**config.mk**
```make
export PLATFORM = sky130hd
export DESIGN_NAME = fetch_queue_unit
export DESIGN_NICKNAME = d
export VERILOG_FILES = /design/src/rtl/fetch_queue_unit.sv
export SDC_FILE = /design/constraint.sdc
export NUM_CORES = 1
export LEC_CHECK = 0
export CAP_MARGIN = 5
export CELL_PAD_IN_SITES_DETAIL_PLACEMENT = 1
export CELL_PAD_IN_SITES_GLOBAL_PLACEMENT = 1
export CORE_MARGIN = 8
export CORE_UTILIZATION = 40
export CTS_CLUSTER_SIZE = 12
export DETAILED_ROUTE_END_ITERATION = 8
export GPL_TIMING_DRIVEN = 0
export PLACE_DENSITY_LB_ADDON = 0.1
export SYNTH_ARGS = -nofsm -noshare
export SYNTH_HDL_FRONTEND = slang
export SYNTH_SLANG_ARGS = --single-unit
```
**constraint.sdc**
```tcl
create_clock -name i_clk -period 2.9 [get_ports i_clk]
set_input_delay 0.29 -clock i_clk [delete_from_list [all_inputs] [get_ports i_clk]]
set_output_delay 0.29 -clock i_clk [all_outputs]
set_load 0.05 [all_outputs]
```
**src/rtl/fetch_queue_unit.sv**
```systemverilog
// rtl/fetch_queue_unit.sv - instruction fetch front end with request issue, response FIFO and redirect flush
//
// Owns the fetch PC, issues one request per cycle to a one-cycle-latency
// instruction memory while a FIFO slot is reserved for it, buffers the
// returned words with their PCs and hands them to decode via valid/ready.
// A redirect flushes buffered entries and discards the in-flight response.
//
// Optional feature macro: FETCH_PERF_EN (adds redirect/flush counters).
//
// Ports:
//   i_clk, i_rst            clock, synchronous active-high reset
//   o_imem_req, o_imem_addr fetch request and its byte address (= o_fetch_pc)
//   i_imem_valid, i_imem_rdata  memory response, one cycle after request
//   i_redirect_valid, i_redirect_pc  flush and reload fetch PC
//   o_inst_valid, i_inst_ready, o_inst, o_inst_pc  head of FIFO to decode
//   o_fetch_pc              next address to fetch
//   o_count                 occupied FIFO entries
//   o_perf_redirects, o_perf_flushed  (FETCH_PERF_EN only) saturating counters

module fetch_queue_unit #(
    parameter int              XLEN     = 32,
    parameter int              INST_W   = 32,
    parameter int              DEPTH    = 4,
    parameter logic [XLEN-1:0] RESET_PC = '0
) (
    input  logic                       i_clk,
    input  logic                       i_rst,
    output logic                       o_imem_req,
    output logic [XLEN-1:0]            o_imem_addr,
    input  logic                       i_imem_valid,
    input  logic [INST_W-1:0]          i_imem_rdata,
    input  logic                       i_redirect_valid,
    input  logic [XLEN-1:0]            i_redirect_pc,
    output logic                       o_inst_valid,
    input  logic                       i_inst_ready,
    output logic [INST_W-1:0]          o_inst,
    output logic [XLEN-1:0]            o_inst_pc,
    output logic [XLEN-1:0]            o_fetch_pc,
    output logic [$clog2(DEPTH):0]     o_count
`ifdef FETCH_PERF_EN
    ,
    output logic [15:0]                o_perf_redirects,
    output logic [15:0]                o_perf_flushed
`endif
);

    localparam int              AW       = $clog2(DEPTH);
    localparam logic [AW+1:0]   W_DEPTH  = (AW+2)'(DEPTH);
    localparam logic [XLEN-1:0] ALIGN_M  = ~(XLEN'(3));

    logic [XLEN-1:0]   r_fetch_pc;
    logic [XLEN-1:0]   r_req_addr;
    logic              r_inflight;
    logic              r_drop_next;
    logic [AW:0]       r_count;
    logic [AW-1:0]     r_head;
    logic [AW-1:0]     r_tail;
    logic [INST_W-1:0] r_mem_inst [DEPTH];
    logic [XLEN-1:0]   r_mem_pc   [DEPTH];

    logic [AW+1:0]     w_occ;
    logic              w_req;
    logic              w_inst_valid;
    logic              w_push;
    logic              w_pop;

    // Occupancy includes the slot reserved for the outstanding request, so a
    // response can always be written without checking for a full FIFO.
    assign w_occ        = {1'b0, r_count} + (AW+2)'(r_inflight);
    assign w_req        = !i_rst && !i_redirect_valid && (w_occ < W_DEPTH);
    assign w_inst_valid = (r_count != '0);
    assign w_push       = i_imem_valid && r_inflight && !r_drop_next;
    assign w_pop        = w_inst_valid && i_inst_ready;

    always_ff @(posedge i_clk) begin
        if (i_rst) begin
            r_fetch_pc  <= RESET_PC & ALIGN_M;
            r_req_addr  <= '0;
            r_inflight  <= 1'b0;
            r_drop_next <= 1'b0;
            r_count     <= '0;
            r_head      <= '0;
            r_tail      <= '0;
        end else if (i_redirect_valid) begin
            r_fetch_pc  <= i_redirect_pc & ALIGN_M;
            r_inflight  <= 1'b0;
            r_drop_next <= r_inflight;
            r_count     <= '0;
            r_head      <= '0;
            r_tail      <= '0;
        end else begin
            r_inflight  <= w_req;
            r_drop_next <= 1'b0;
            if (w_req) begin
                r_fetch_pc <= r_fetch_pc + XLEN'(4);
                r_req_addr <= r_fetch_pc;
            end
            if (w_push) begin
                r_tail <= r_tail + AW'(1);
            end
            if (w_pop) begin
                r_head <= r_head + AW'(1);
            end
            case ({w_push, w_pop})
                2'b10:   r_count <= r_count + (AW+1)'(1);
                2'b01:   r_count <= r_count - (AW+1)'(1);
                default: r_count <= r_count;
            endcase
        end
    end

    // Storage is not reset; reads are masked by the occupancy count.
    always_ff @(posedge i_clk) begin
        if (w_push && !i_rst && !i_redirect_valid) begin
            r_mem_inst[r_tail] <= i_imem_rdata;
            r_mem_pc[r_tail]   <= r_req_addr;
        end
    end

`ifdef FETCH_PERF_EN
    logic [15:0] r_perf_redirects;
    logic [15:0] r_perf_flushed;
    logic [16:0] w_flush_sum;

    assign w_flush_sum = {1'b0, r_perf_flushed} + 17'(w_occ);

    always_ff @(posedge i_clk) begin
        if (i_rst) begin
            r_perf_redirects <= '0;
            r_perf_flushed   <= '0;
        end else if (i_redirect_valid) begin
            if (r_perf_redirects != 16'hFFFF) begin
                r_perf_redirects <= r_perf_redirects + 16'd1;
            end
            r_perf_flushed <= w_flush_sum[16] ? 16'hFFFF : w_flush_sum[15:0];
        end
    end

    assign o_perf_redirects = r_perf_redirects;
    assign o_perf_flushed   = r_perf_flushed;
`endif

    assign o_imem_req   = w_req;
    assign o_imem_addr  = r_fetch_pc;
    assign o_fetch_pc   = r_fetch_pc;
    assign o_count      = r_count;
    assign o_inst_valid = w_inst_valid;
    assign o_inst       = w_inst_valid ? r_mem_inst[r_head] : '0;
    assign o_inst_pc    = w_inst_valid ? r_mem_pc[r_head]   : '0;

endmodule
```
==> flow_summary.toml <==
[sta]
period_share_pct = 94.9
rsz0062_at_grt = "false"
worst_pin_slew_ns = 0.705
finClkSkew_ns = 0.0137
slew_headroom_pct = 52.6
worst_hold_slack_ns = 0.223
setup_violations = 0
hold_viol = 0
final_max_slew_viol_count = 0
fmax_mhz = 363
period_minus_slack_ns = 2.75

[floorplan]
die_h_um = 196
die-area_um2 = 38200
core_um2 = 31600
initial_core_util_pct = 40.7
io_pins = 202
rows = 65
die_x_um = 196

[placement]
gp_congestion = 0.829
portBuffers = 191
dp_hpwl_mm = 22.5

[power]
cellPowerDensity_nw_per_um2 = 607
power_switching_uw = 2220
internal_power_uw = 7770
ir_drop_mv = 0.375
combinationalPowerShare_pct = 7.3
p_seq_share_pct = 50.3
swShare_pct = 22.3
pwr-share-clk_pct = 42.4
p_leak_uw = 0.00570

[yosys]
netlist.area_leader.share_pct = 57.8
async_flop_share_pct = 0
synth_most_common_cell = "edfxtp_1"
synth_area_leaders = "edfxtp_1, dfxtp_1, mux4_2"
seq_area_frac_synth_pct = 68.8
syn_area_um2 = 12900
synth_cells = 847
synth_edf_count = 248
synth.distinct_cells = 47
synth_seq_cells = 319
syn_avg_cell_area_um2 = 15.2
ys.flop_type = "edfxtp_1"
synthTopCellsByCount = "edfxtp_1, nand2_1, and2_1, dfxtp_1, mux4_2"
yosysWarnings = 0
yosysTopAreaCell = "edfxtp_1"

[critical_path]
required_ns = 2.61
arrival_ns = 2.46
criticalPathCategory = "register to output pin"
cp_max_fo = 10
ff2ff_setup_slack_ns = 0.25
critPathCaptureType = "output pin"
start_kind = "register"

[cts]
cts-resized-gates = 89
h-tree-depth = 2
cts_root_buf = "clkbuf_16"
cts_tree = "yes"
postCtsHoldBufs = 0
insertion_delay_ns = 0.50
clk_pin_slew_worst_paths_ns = 0.06
cts_buffer_depth = 3
clock_sinks = 319
post-cts-setup-buffers = 0
cts_made_buffers = 36

[global_routing]
grt_pass1_vias = 8511
antenna_found_initial = 3
track_usage_pct = 17.0
grt_overflow = 0
grt_pass1_wl_mm = 50.6
grt_max_degree = 35

[final_layout]
fin_util_pct = 52.0
nNetsFinal = 1158
syn_to_final_growth_pct = 27.7
drive_gt1_share_pct = 17.1

[route]
viasPerCell = 5.18
vias = 7804
finalWirelength_mm = 32.8
ant_nets = 0
drt_iter0_drc = 375
first_pass_iters = 4
drcViolationCount = 0
avgRoutedWirePerCell_um = 21.8

[run_status]
status = "finished, final reports clean"

[min_path]
hold_class = "input pin to register"

[job]
max_cap_violations = 0
cells in the final DEF (no fill, tap or decap), types with 4 or more instances in the layout:
| cell type | Yosys | routed |
|---|---|---|
| clkinv_2 | 0 | 6 |
| nand4_1 | 14 | 14 |
| nor3_1 | 4 | 4 |
| conb_1 | 1 | 6 |
| dlygate4sd2_1 | 0 | 58 |
| nand3_1 | 14 | 14 |
| and2_1 | 71 | 67 |
| clkbuf_2 | 0 | 7 |
| clkinv_1 | 0 | 6 |
| a31oi_1 | 12 | 12 |
| and3_1 | 7 | 7 |
| a21oi_1 | 52 | 52 |
| clkbuf_16 | 0 | 37 |
| o21ai_0 | 6 | 6 |
| mux4_2 | 62 | 62 |
| buf_2 | 10 | 7 |
| xor2_1 | 7 | 7 |
| clkdlybuf4s50_1 | 0 | 129 |
| or3_1 | 11 | 10 |
| nor2_1 | 22 | 22 |
| and2_4 | 0 | 4 |
| ha_1 | 6 | 6 |
| nand3b_1 | 4 | 4 |
| buf_12 | 0 | 4 |
| edfxtp_1 | 248 | 248 |
| buf_4 | 37 | 43 |
| o211ai_1 | 7 | 7 |
| o22ai_1 | 4 | 4 |
| dfxtp_1 | 71 | 69 |
| inv_1 | 9 | 9 |
| clkbuf_1 | 32 | 29 |
| nand2_1 | 95 | 95 |
flip-flops by register name (all words and copies together), names as in the netlist, named ones only:
register / cells
o_count: 3
r_head: 2
o_fetch_pc: 30
r_tail: 2
r_req_addr: 30
r_mem_pc: 120
r_drop_next: 1
r_mem_inst: 128
r_inflight: 1
critical path: stages, from the launching register on:
cell and delay (ns):
dfxtp_4 0.47, buf_4 0.28, mux4_2 0.53, and2_1 0.17, clkdlybuf4s15_1 0.50
kinds of logic after synthesis:
logic type,count (synthesis),synth area share [%]
adder cells (fa/ha/maj),7,0.738
other,1,0.0291
flip-flops,319,68.8
buffers and inverters,95,4.06
AO/OA/AOI/OAI,91,4.08
AND/OR/NAND/NOR,255,10.2
XOR/XNOR,10,0.679
multiplexers,69,11.4
path summary, 6_finish.rpt:
kind                                       start              to  depth (start not counted)
worst max-delay path                    register   o_inst_pc[13]                          4
worst min register to register     r_req_addr[2]   r_req_addr[2]                          2
worst min-delay path            i_redirect_valid  o_fetch_pc[26]                          5
worst max register to register     o_fetch_pc[4]  o_fetch_pc[25]                          6
metal layers:
| metal | wire length [um] | global-route usage [%] | vias up | share of wire [%] |
|---|---|---|---|---|
| met5 | 27 | 0 | - | 0.082 |
| met4 | 527 | 3.71 | 4 | 1.6 |
| met3 | 2190 | 5.04 | 41 | 6.7 |
| met2 | 15300 | 27.4 | 215 | 47 |
| met1 | 14800 | 22.4 | 3924 | 45 |
| li1 | - | - | 3620 | - |
final cells by class:
type	instances	area, um2
inverter	10	37.5
antenna	1	2.50
buffer	82	500
tap	402	503
clock inverter	15	120
sequential	319	8870
fill	3089	15200
clock buffer	45	976
timing repair buffer	195	1920
multi-input combinational	438	3530
through the flow:
step	instance area [um2]	setup WS [ns]	TNS, ns	total power, uW	instances
after global routing	16500	0.00155	0	10300	1506
final	16500	0.148	0	10000	1507
after detailed placement	15400	-0.663	-23.86	5870	1449
after CTS	16500	0.0472	0	10100	1506
after global placement	15300	-1.45	-378.84	5860	1445
after floorplan	12900	0.0639	0	5530	852
power groups by stage:
stage / logic (uW) / clock network (uW) / registers (uW)
final: 728 / 4240 / 5030
after global routing: 772 / 4530 / 5040
after CTS: 737 / 4370 / 5030
after detailed placement: 742 / 0 / 5130
after global placement: 736 / 0 / 5130
after floorplan: 351 / 0 / 5180
(Power assumes the default switching activity.)
